[src/rtl/if_fetch_ctrl.sv]
// Instruction fetch controller: single outstanding memory request, 2-entry {pc, inst}
// queue toward decode, and redirect handling that flushes the queue and squashes late data.
module if_fetch_ctrl #(
    parameter logic [31:0] RESET_PC = 32'h0000_0000
) (
    input  logic        clk,
    input  logic        reset,
    output logic        mem_req,
    output logic [31:0] mem_addr,
    input  logic        mem_ack,
    input  logic        mem_rvalid,
    input  logic [31:0] mem_rdata,
    input  logic        redirect_valid,
    input  logic [31:0] redirect_pc,
    output logic        inst_valid,
    output logic [31:0] inst,
    output logic [31:0] inst_pc,
    input  logic        inst_ready
);

    // state | meaning
    // IDLE  | one cycle after reset, no request
    // FETCH | issue a request to pc when the queue has room
    // WAIT  | request accepted, waiting for its read data
    // DROP  | request squashed by a redirect, discard its read data
    typedef enum logic [1:0] {
        IDLE  = 2'd0,
        FETCH = 2'd1,
        WAIT  = 2'd2,
        DROP  = 2'd3
    } state_t;

    localparam logic [31:0] RESET_PC_ALIGNED = {RESET_PC[31:2], 2'b00};

    state_t      state;
    state_t      state_next;
    logic [31:0] pc;
    logic [31:0] pc_next;
    logic [31:0] redirect_pc_aligned;

    logic [31:0] fifo_pc   [2];
    logic [31:0] fifo_inst [2];
    logic        wr_ptr;
    logic        rd_ptr;
    logic [1:0]  count;
    logic        push;
    logic        pop;
    logic        flush;

    logic        unused_redirect_bits;

    assign redirect_pc_aligned  = {redirect_pc[31:2], 2'b00};
    assign unused_redirect_bits = ^redirect_pc[1:0];

    assign mem_req    = (state == FETCH) && (count < 2'd2) && !redirect_valid;
    assign mem_addr   = pc;
    assign inst_valid = (count != 2'd0);
    assign inst       = inst_valid ? fifo_inst[rd_ptr] : 32'h0;
    assign inst_pc    = inst_valid ? fifo_pc[rd_ptr]   : 32'h0;
    assign pop        = inst_valid && inst_ready;

    always_comb begin
        state_next = state;
        pc_next    = pc;
        push       = 1'b0;
        flush      = 1'b0;
        case (state)
            IDLE: begin
                state_next = FETCH;
            end
            FETCH: begin
                if (redirect_valid) begin
                    flush   = 1'b1;
                    pc_next = redirect_pc_aligned;
                end else if (mem_req && mem_ack) begin
                    pc_next    = pc + 32'd4;
                    state_next = WAIT;
                end
            end
            WAIT: begin
                if (redirect_valid) begin
                    flush      = 1'b1;
                    pc_next    = redirect_pc_aligned;
                    state_next = mem_rvalid ? FETCH : DROP;
                end else if (mem_rvalid) begin
                    push       = 1'b1;
                    state_next = FETCH;
                end
            end
            DROP: begin
                if (redirect_valid) begin
                    flush   = 1'b1;
                    pc_next = redirect_pc_aligned;
                end
                if (mem_rvalid) begin
                    state_next = FETCH;
                end
            end
            default: begin
                state_next = IDLE;
            end
        endcase
    end

    always_ff @(posedge clk) begin
        if (reset) begin
            state  <= IDLE;
            pc     <= RESET_PC_ALIGNED;
            count  <= 2'd0;
            wr_ptr <= 1'b0;
            rd_ptr <= 1'b0;
        end else begin
            state <= state_next;
            pc    <= pc_next;
            // Redirect wins over any same-cycle push or pop.
            if (flush) begin
                count  <= 2'd0;
                wr_ptr <= 1'b0;
                rd_ptr <= 1'b0;
            end else begin
                if (push) begin
                    wr_ptr <= ~wr_ptr;
                end
                if (pop) begin
                    rd_ptr <= ~rd_ptr;
                end
                case ({push, pop})
                    2'b10:   count <= count + 2'd1;
                    2'b01:   count <= count - 2'd1;
                    default: count <= count;
                endcase
            end
        end
    end

    // The fetched word belongs to the address before the already-incremented pc.
    always_ff @(posedge clk) begin
        if (push && !flush) begin
            fifo_pc[wr_ptr]   <= pc - 32'd4;
            fifo_inst[wr_ptr] <= mem_rdata;
        end
    end

endmodule

[config.mk]
export PLATFORM = sky130hd
export DESIGN_NAME = if_fetch_ctrl
export DESIGN_NICKNAME = d
export VERILOG_FILES = /design/src/rtl/if_fetch_ctrl.sv
export SDC_FILE = /design/constraint.sdc
export NUM_CORES = 1
export LEC_CHECK = 0
export BUFFER_PORTS_ARGS = -buffer_cell sky130_fd_sc_hd__clkbuf_2
export CORE_MARGIN = 2
export CORE_UTILIZATION = 40
export DETAILED_ROUTE_END_ITERATION = 8
export GPL_TIMING_DRIVEN = 0
export MAX_ROUTING_LAYER = met4
export PLACE_DENSITY = 0.73
export RECOVER_POWER = 25
export SLEW_MARGIN = 20
export SYNTH_ARGS = -nofsm -noshare
export SYNTH_HDL_FRONTEND = slang
export SYNTH_SLANG_ARGS = --single-unit
[constraint.sdc]
create_clock -name clk -period 7.69 [get_ports clk]
set_input_delay 1.538 -clock clk [delete_from_list [all_inputs] [get_ports clk]]
set_output_delay 1.538 -clock clk [all_outputs]
set_load 0.005 [all_outputs]
* Word level (Yosys, flattened, before mapping)
Memories as Yosys holds them, arrays and structs flattened. A register that Yosys moved wholly into a read port is not among the register bits.
Cells that the tools add are included.
** Cells by class
- $add $sub $neg :: 4
- Order comparisons :: 1
- Equal/unequal tests :: 9
- Muxes and demuxes :: 24
- Bitwise logic cells :: 2
- Reductions and logical operators :: 16
** Operators by type and width (number)
- $mux 32 :: 5
- $pmux 32 s2 :: 1
- $add 32x3->32 const B :: 1
- $sub 32x3->32 const B :: 1
- $mux 1 :: 11
- $mux 2 :: 5
- $pmux 2 s4 :: 1
- $eq 2x2->1 const B :: 3
- $reduce_bool 2->1 :: 3
- $logic_and 1x1->1 :: 5
- $eq 2x1->1 const B :: 2
- $ne 2x1->1 const B :: 2
- $pmux 2 s2 :: 1
- $reduce_or 2->1 :: 2
- $ne 3x2->1 const B :: 1
- $reduce_and 3->1 :: 1
- $reduce_or 3->1 :: 1
- $add 2x1->2 const B :: 1
- $logic_not 1->1 :: 2
- $logic_not 2->1 :: 1
- $lt 2x2->1 const B :: 1
- $ne 2x2->1 const B :: 1
- $not 1->1 :: 2
- $reduce_and 2->1 :: 1
- $sub 2x1->2 const B :: 1
** Storage, ports and cells
- Flip-flop bits (word level) :: 38
- RAM bits :: 128
- Bits of input ports :: 70
- Output and inout port bits :: 98
- Word-level logic and storage cells :: 63
- Memories :: 2
** Memories
- fifo_inst :: depth 2, width 32, rd ports 1, clocked after memory_dff 1, wr ports 1, RTL line 42 : logic [31:0] fifo_inst [2];
- fifo_pc :: depth 2, width 32, rd ports 1, clocked after memory_dff 1, wr ports 1, RTL line 41 : logic [31:0] fifo_pc [2];

* Depth between registers and ports, before layout
- Word-level depth :: 7
- Depth in mapped cells :: 8
- Depth with buffers taken out :: 7

* Worst setup path before layout
Ideal clock, no wire load.
- Path type :: input-to-reg
- From :: input redirect_valid
- To :: memory fifo_inst[0][0] (enable)
- Library setup time :: 482 ps
- Arrival :: 4856 ps
- Data required time :: 7208 ps
- Slack :: 2352 ps
- Stages on the path :: 4
- Buffers on the path :: 1
- Cell sequence :: clkbuf_1 > nor4bb_1 > inv_1 > nor2_1
** Between the ends
- Cells in the longest elaborated chain, start to end :: 6
- Elaborated cells between the ends (all ways) :: 8
- Classes of those cells :: mux (6); reduce/logical (2)
** RTL lines
- start: declaration :: RTL line 13 : input logic redirect_valid,
- $mux 1 :: RTL line 72, 81, 91
- $mux 1
- $logic_not 1->1 :: RTL line 138 : if (push && !flush) begin
- $logic_and 1x1->1 (*) :: RTL line 138
- $mux 1 (*) :: RTL line 138
- $mux 1 (implied by the code) (*) :: RTL line 140 : fifo_inst[wr_ptr] <= mem_rdata;
- end: declaration :: RTL line 42
Every way passes the cells marked *; elsewhere a longest branch is shown, timed or not.

* Final worst setup path
- From :: input redirect_valid
- To :: output mem_req
** Between the ends
- Cells in the longest elaborated chain, start to end :: 2
** RTL lines
- $logic_not 1->1 :: RTL line 55 : assign mem_req = (state == FETCH) && (count < 2'd2) && !redirect_valid;
- $logic_and 1x1->1 :: RTL line 55
- end: declaration :: RTL line 8 : output logic mem_req,
Every way passes these cells.

==> impl_metrics.json <==
{
  "min_period_ps": 4790,
  "syn_area_per_cell_um2": 11.4,
  "setup_total_negative_slack_ps": 0,
  "grtUsageMet1_pct": 25.1,
  "timing_worst_setup_path_type": "primary input to primary output",
  "unrepaired_setup_endpoints_after_global_routing": "no",
  "diodes": 0,
  "netlist-cell-type-count": 61,
  "pin_count_of_the_biggest_net_entering_global_routing": 53,
  "syn-cell-area_um2": 7540,
  "share_of_the_synthesized_area_in_the_top_cell_type_pct": 49.4,
  "antenna_found_initial": 0,
  "finalHoldViolCount": 0,
  "met3_usage_pct": 4.25,
  "worstReg2RegStart": "state[1]",
  "r2r-end": "fifo_inst[0][15]",
  "cpPeakStageDelay_ps": 390,
  "post-place-cells": 1061,
  "startpoint_type": "primary input",
  "place_hpwl_mm": 13.9,
  "grt_use_total_pct": 19.8,
  "path_max_fanout": 10,
  "worstSetupEndpointType": "primary output",
  "dp_worst_setup_slack_ps": 2930,
  "cts_root_buf": "clkbuf_16",
  "setup.worst_path.end": "mem_req",
  "postSynthCellCount": 661,
  "final_min_period_over_clock_period_pct": 62.3,
  "ant_nets": 0,
  "dieWidth_um": 141,
  "cts-resized-gates": 0,
  "wire_length_of_the_first_global_routing_pass_mm": 29.2,
  "routed_wl_mm": 19.4,
  "area_growth_from_synthesis_to_layout_pct": 23.0,
  "avgViaCountPerCell": 5.35,
  "synth_area_leaders": "edfxtp_1 49%, dfxtp_1 9.8%, mux2i_1 8.8%",
  "tritoncts": "yes",
  "ys.warnings.count": 0,
  "initial_core_utilization_pct": 40.6,
  "clockBufferDepth": 2,
  "fmaxAchievable_mhz": 209,
  "r2r_slack_ps": 5020,
  "synth.yosys.seq_area_share_pct": 59.2,
  "synth_async_sr_flop_share_pct": 0,
  "synth_area_leader_cell": "edfxtp_1",
  "drv_cap": 0,
  "nNetsFinal": 919,
  "globalRoute.busiestLayer": "met2",
  "power.share.clock_pct": 40.3,
  "relative_slew_slack_pct": 37.0,
  "stdcell_count": 1093,
  "min_path_type": "flop to flop",
  "drt_iter0_drc": 481,
  "cts_buffers": 17,
  "global_route.overflow_total": 0,
  "design.die.area_um2": 20000,
  "clock_sink_count": 161,
  "detailroute.via_count": 5848,
  "clock_latency_ps": 420,
  "core_area_um2": 18600,
  "portBuffers": 160,
  "layout-drive-gt1-share_pct": 23.6,
  "timing.clock.skew_ps": 10.3,
  "power.net_switching_mw": 0.492,
  "gp_congestion": 0.930,
  "drt_pass1_iterations": 5,
  "tightestPinTransition_ps": 937,
  "routed_wire_length_per_instance_um": 17.8,
  "combPwrFrac_pct": 10.9,
  "setup_repair_bufs_after_cts": 0,
  "p_int_mw": 1.53,
  "path_cells": "clkbuf_2 > or2_2 > clkbuf_1 > clkbuf_1 > clkbuf_1 > nor3b_1 > clkbuf_2",
  "sw_frac_of_total_pct": 24.4,
  "ctsHoldBuffers": 0,
  "register_bit_count_reported_by_yosys": 161,
  "row_count": 50,
  "final-setup-viol-count": 0,
  "outcome": "finished, final reports clean",
  "die-height_um": 141,
  "drt_drc_violations_left": 0,
  "postSynth.topFlopCell": "edfxtp_1",
  "design.portCount": 168,
  "worst_ep_arrival_time_ps": 3250,
  "power_density_nw_per_um2": 218,
  "ir_drop_v": 0.000151,
  "worst_setup_hold_path_clk_slew_ps": 60,
  "maxSlewViolCount": 0,
  "power_after_layout_mw": 2.02,
  "via_count_of_the_first_global_routing_pass": 5440,
  "worst_path_required_ps": 6150,
  "synth_enable_flop_cells": 124,
  "grt.met2_usage_pct": 31.9,
  "critical_path.slowest_cell": "nor3b_1",
  "timing.critical_path.from": "redirect_valid",
  "worst_path_most_repeated_cell": "clkbuf_1",
  "setup_slack_ps": 2900,
  "p_seq_share_pct": 48.8,
  "leakage_nw": 3.34,
  "fillerInstances": 1673,
  "htree_levels": 4,
  "ff_to_ff_path_depth": 6
}
## registers in the layout, indices dropped and copies added, names as in the netlist, named ones only
signal	cells
rd_ptr	1
fifo_inst	64
mem_addr	30
fifo_pc	60
state	2
count	2
wr_ptr	1
## final cells by class
cell class              instances  area, um2  share of cell area, %
multi-input cells             440       2820                   30.5
well taps                     234        293                   3.16
clock buffers                  18        429                   4.63
repair buffers                163        851                   9.18
clock inverters                14        140                   1.51
inverters                       9       33.8                  0.365
flip-flops and latches        161       4460                   48.2
plain buffers                  54        234                   2.52
## synthesized netlist by cell type, drive strengths merged, types with 3 or more instances
master / number
edfxtp: 124
nor2: 109
mux2i: 66
dfxtp: 37
nand2: 36
clkbuf: 34
nand3: 22
buf: 20
a21oi: 18
o21ai: 18
xnor2: 18
nor3: 13
nor4: 13
xor2: 12
or4: 11
inv: 9
nand4: 9
a32oi: 7
and2: 6
a31oi: 5
nand3b: 5
nor3b: 5
o31ai: 5
a211oi: 4
a22oi: 4
a311oi: 4
and3: 4
or2: 4
or3: 4
ha: 3
nand2b: 3
o211ai: 3
o21a: 3
## metal layers
metal  up-vias  share of wire [%]
met5         -                  0
met4         0                1.5
met3        23                7.6
met2       249                 48
met1      2778                 43
li1       2798                  -
## power by group through the flow
stage          registers [mW]  clock network (mW)  logic, mW
6_report                0.984               0.813      0.220
5_1_grt                 0.985               0.868      0.240
4_1_cts                 0.983               0.832      0.222
3_5_place_dp             1.00                   0      0.221
3_3_place_gp             1.00                   0      0.215
2_1_floorplan            1.00                   0      0.136
## worst max-delay path, delay by kind of cell
family / cells / cell delay, ps
buf+inv: 5 / 1040
simple gates: 2 / 670
## kinds of logic after synthesis
logic type	synth area share, %
simple gates	16.5
flops	59.2
compound gates	7.80
mux	8.77
buf+inv	3.62
xor+xnor	3.49
fa+ha+maj	0.498
other cells	0.0498
## cells in the final DEF, fill, tap and decap left out, types with 5 or more instances in the layout
cell type	count
mux2i_1	66
a21oi_1	18
xor2_1	12
clkbuf_16	17
xnor2_1	18
o21ai_0	16
edfxtp_1	124
o31ai_1	5
nand2_1	36
nor3_1	12
clkbuf_2	140
a32oi_1	7
buf_2	7
nor4_1	11
or4_1	9
buf_1	6
dfxtp_1	37
nand4_1	9
a31oi_1	5
and2_1	5
clkbuf_1	57
nor2_1	107
inv_1	9
nand3_1	21
nor3b_1	5
## how the worst min path moves through the flow
stage / slack (ps) / depth (start not counted) / startpoint / to
global placement: 490 / 2 / rd_ptr / flop
floorplan: 480 / 2 / rd_ptr / flop
global route: 570 / 1 / mem_addr[31] / mem_addr[31]
finish: 520 / 2 / rd_ptr / flop
detailed placement: 500 / 2 / rd_ptr / flop
CTS: 520 / 2 / rd_ptr / flop
## stage by stage
stage | area, um2 | util, % | hold slack [ps]
finish | 9270 | 49.9 | 522
global route | 9270 | 49.9 | 567
CTS | 9300 | 50.0 | 523
detailed placement | 8730 | 47.0 | 503
global placement | 8640 | 46.5 | 493
floorplan | 7550 | - | 481
(Power assumes the default switching activity.)
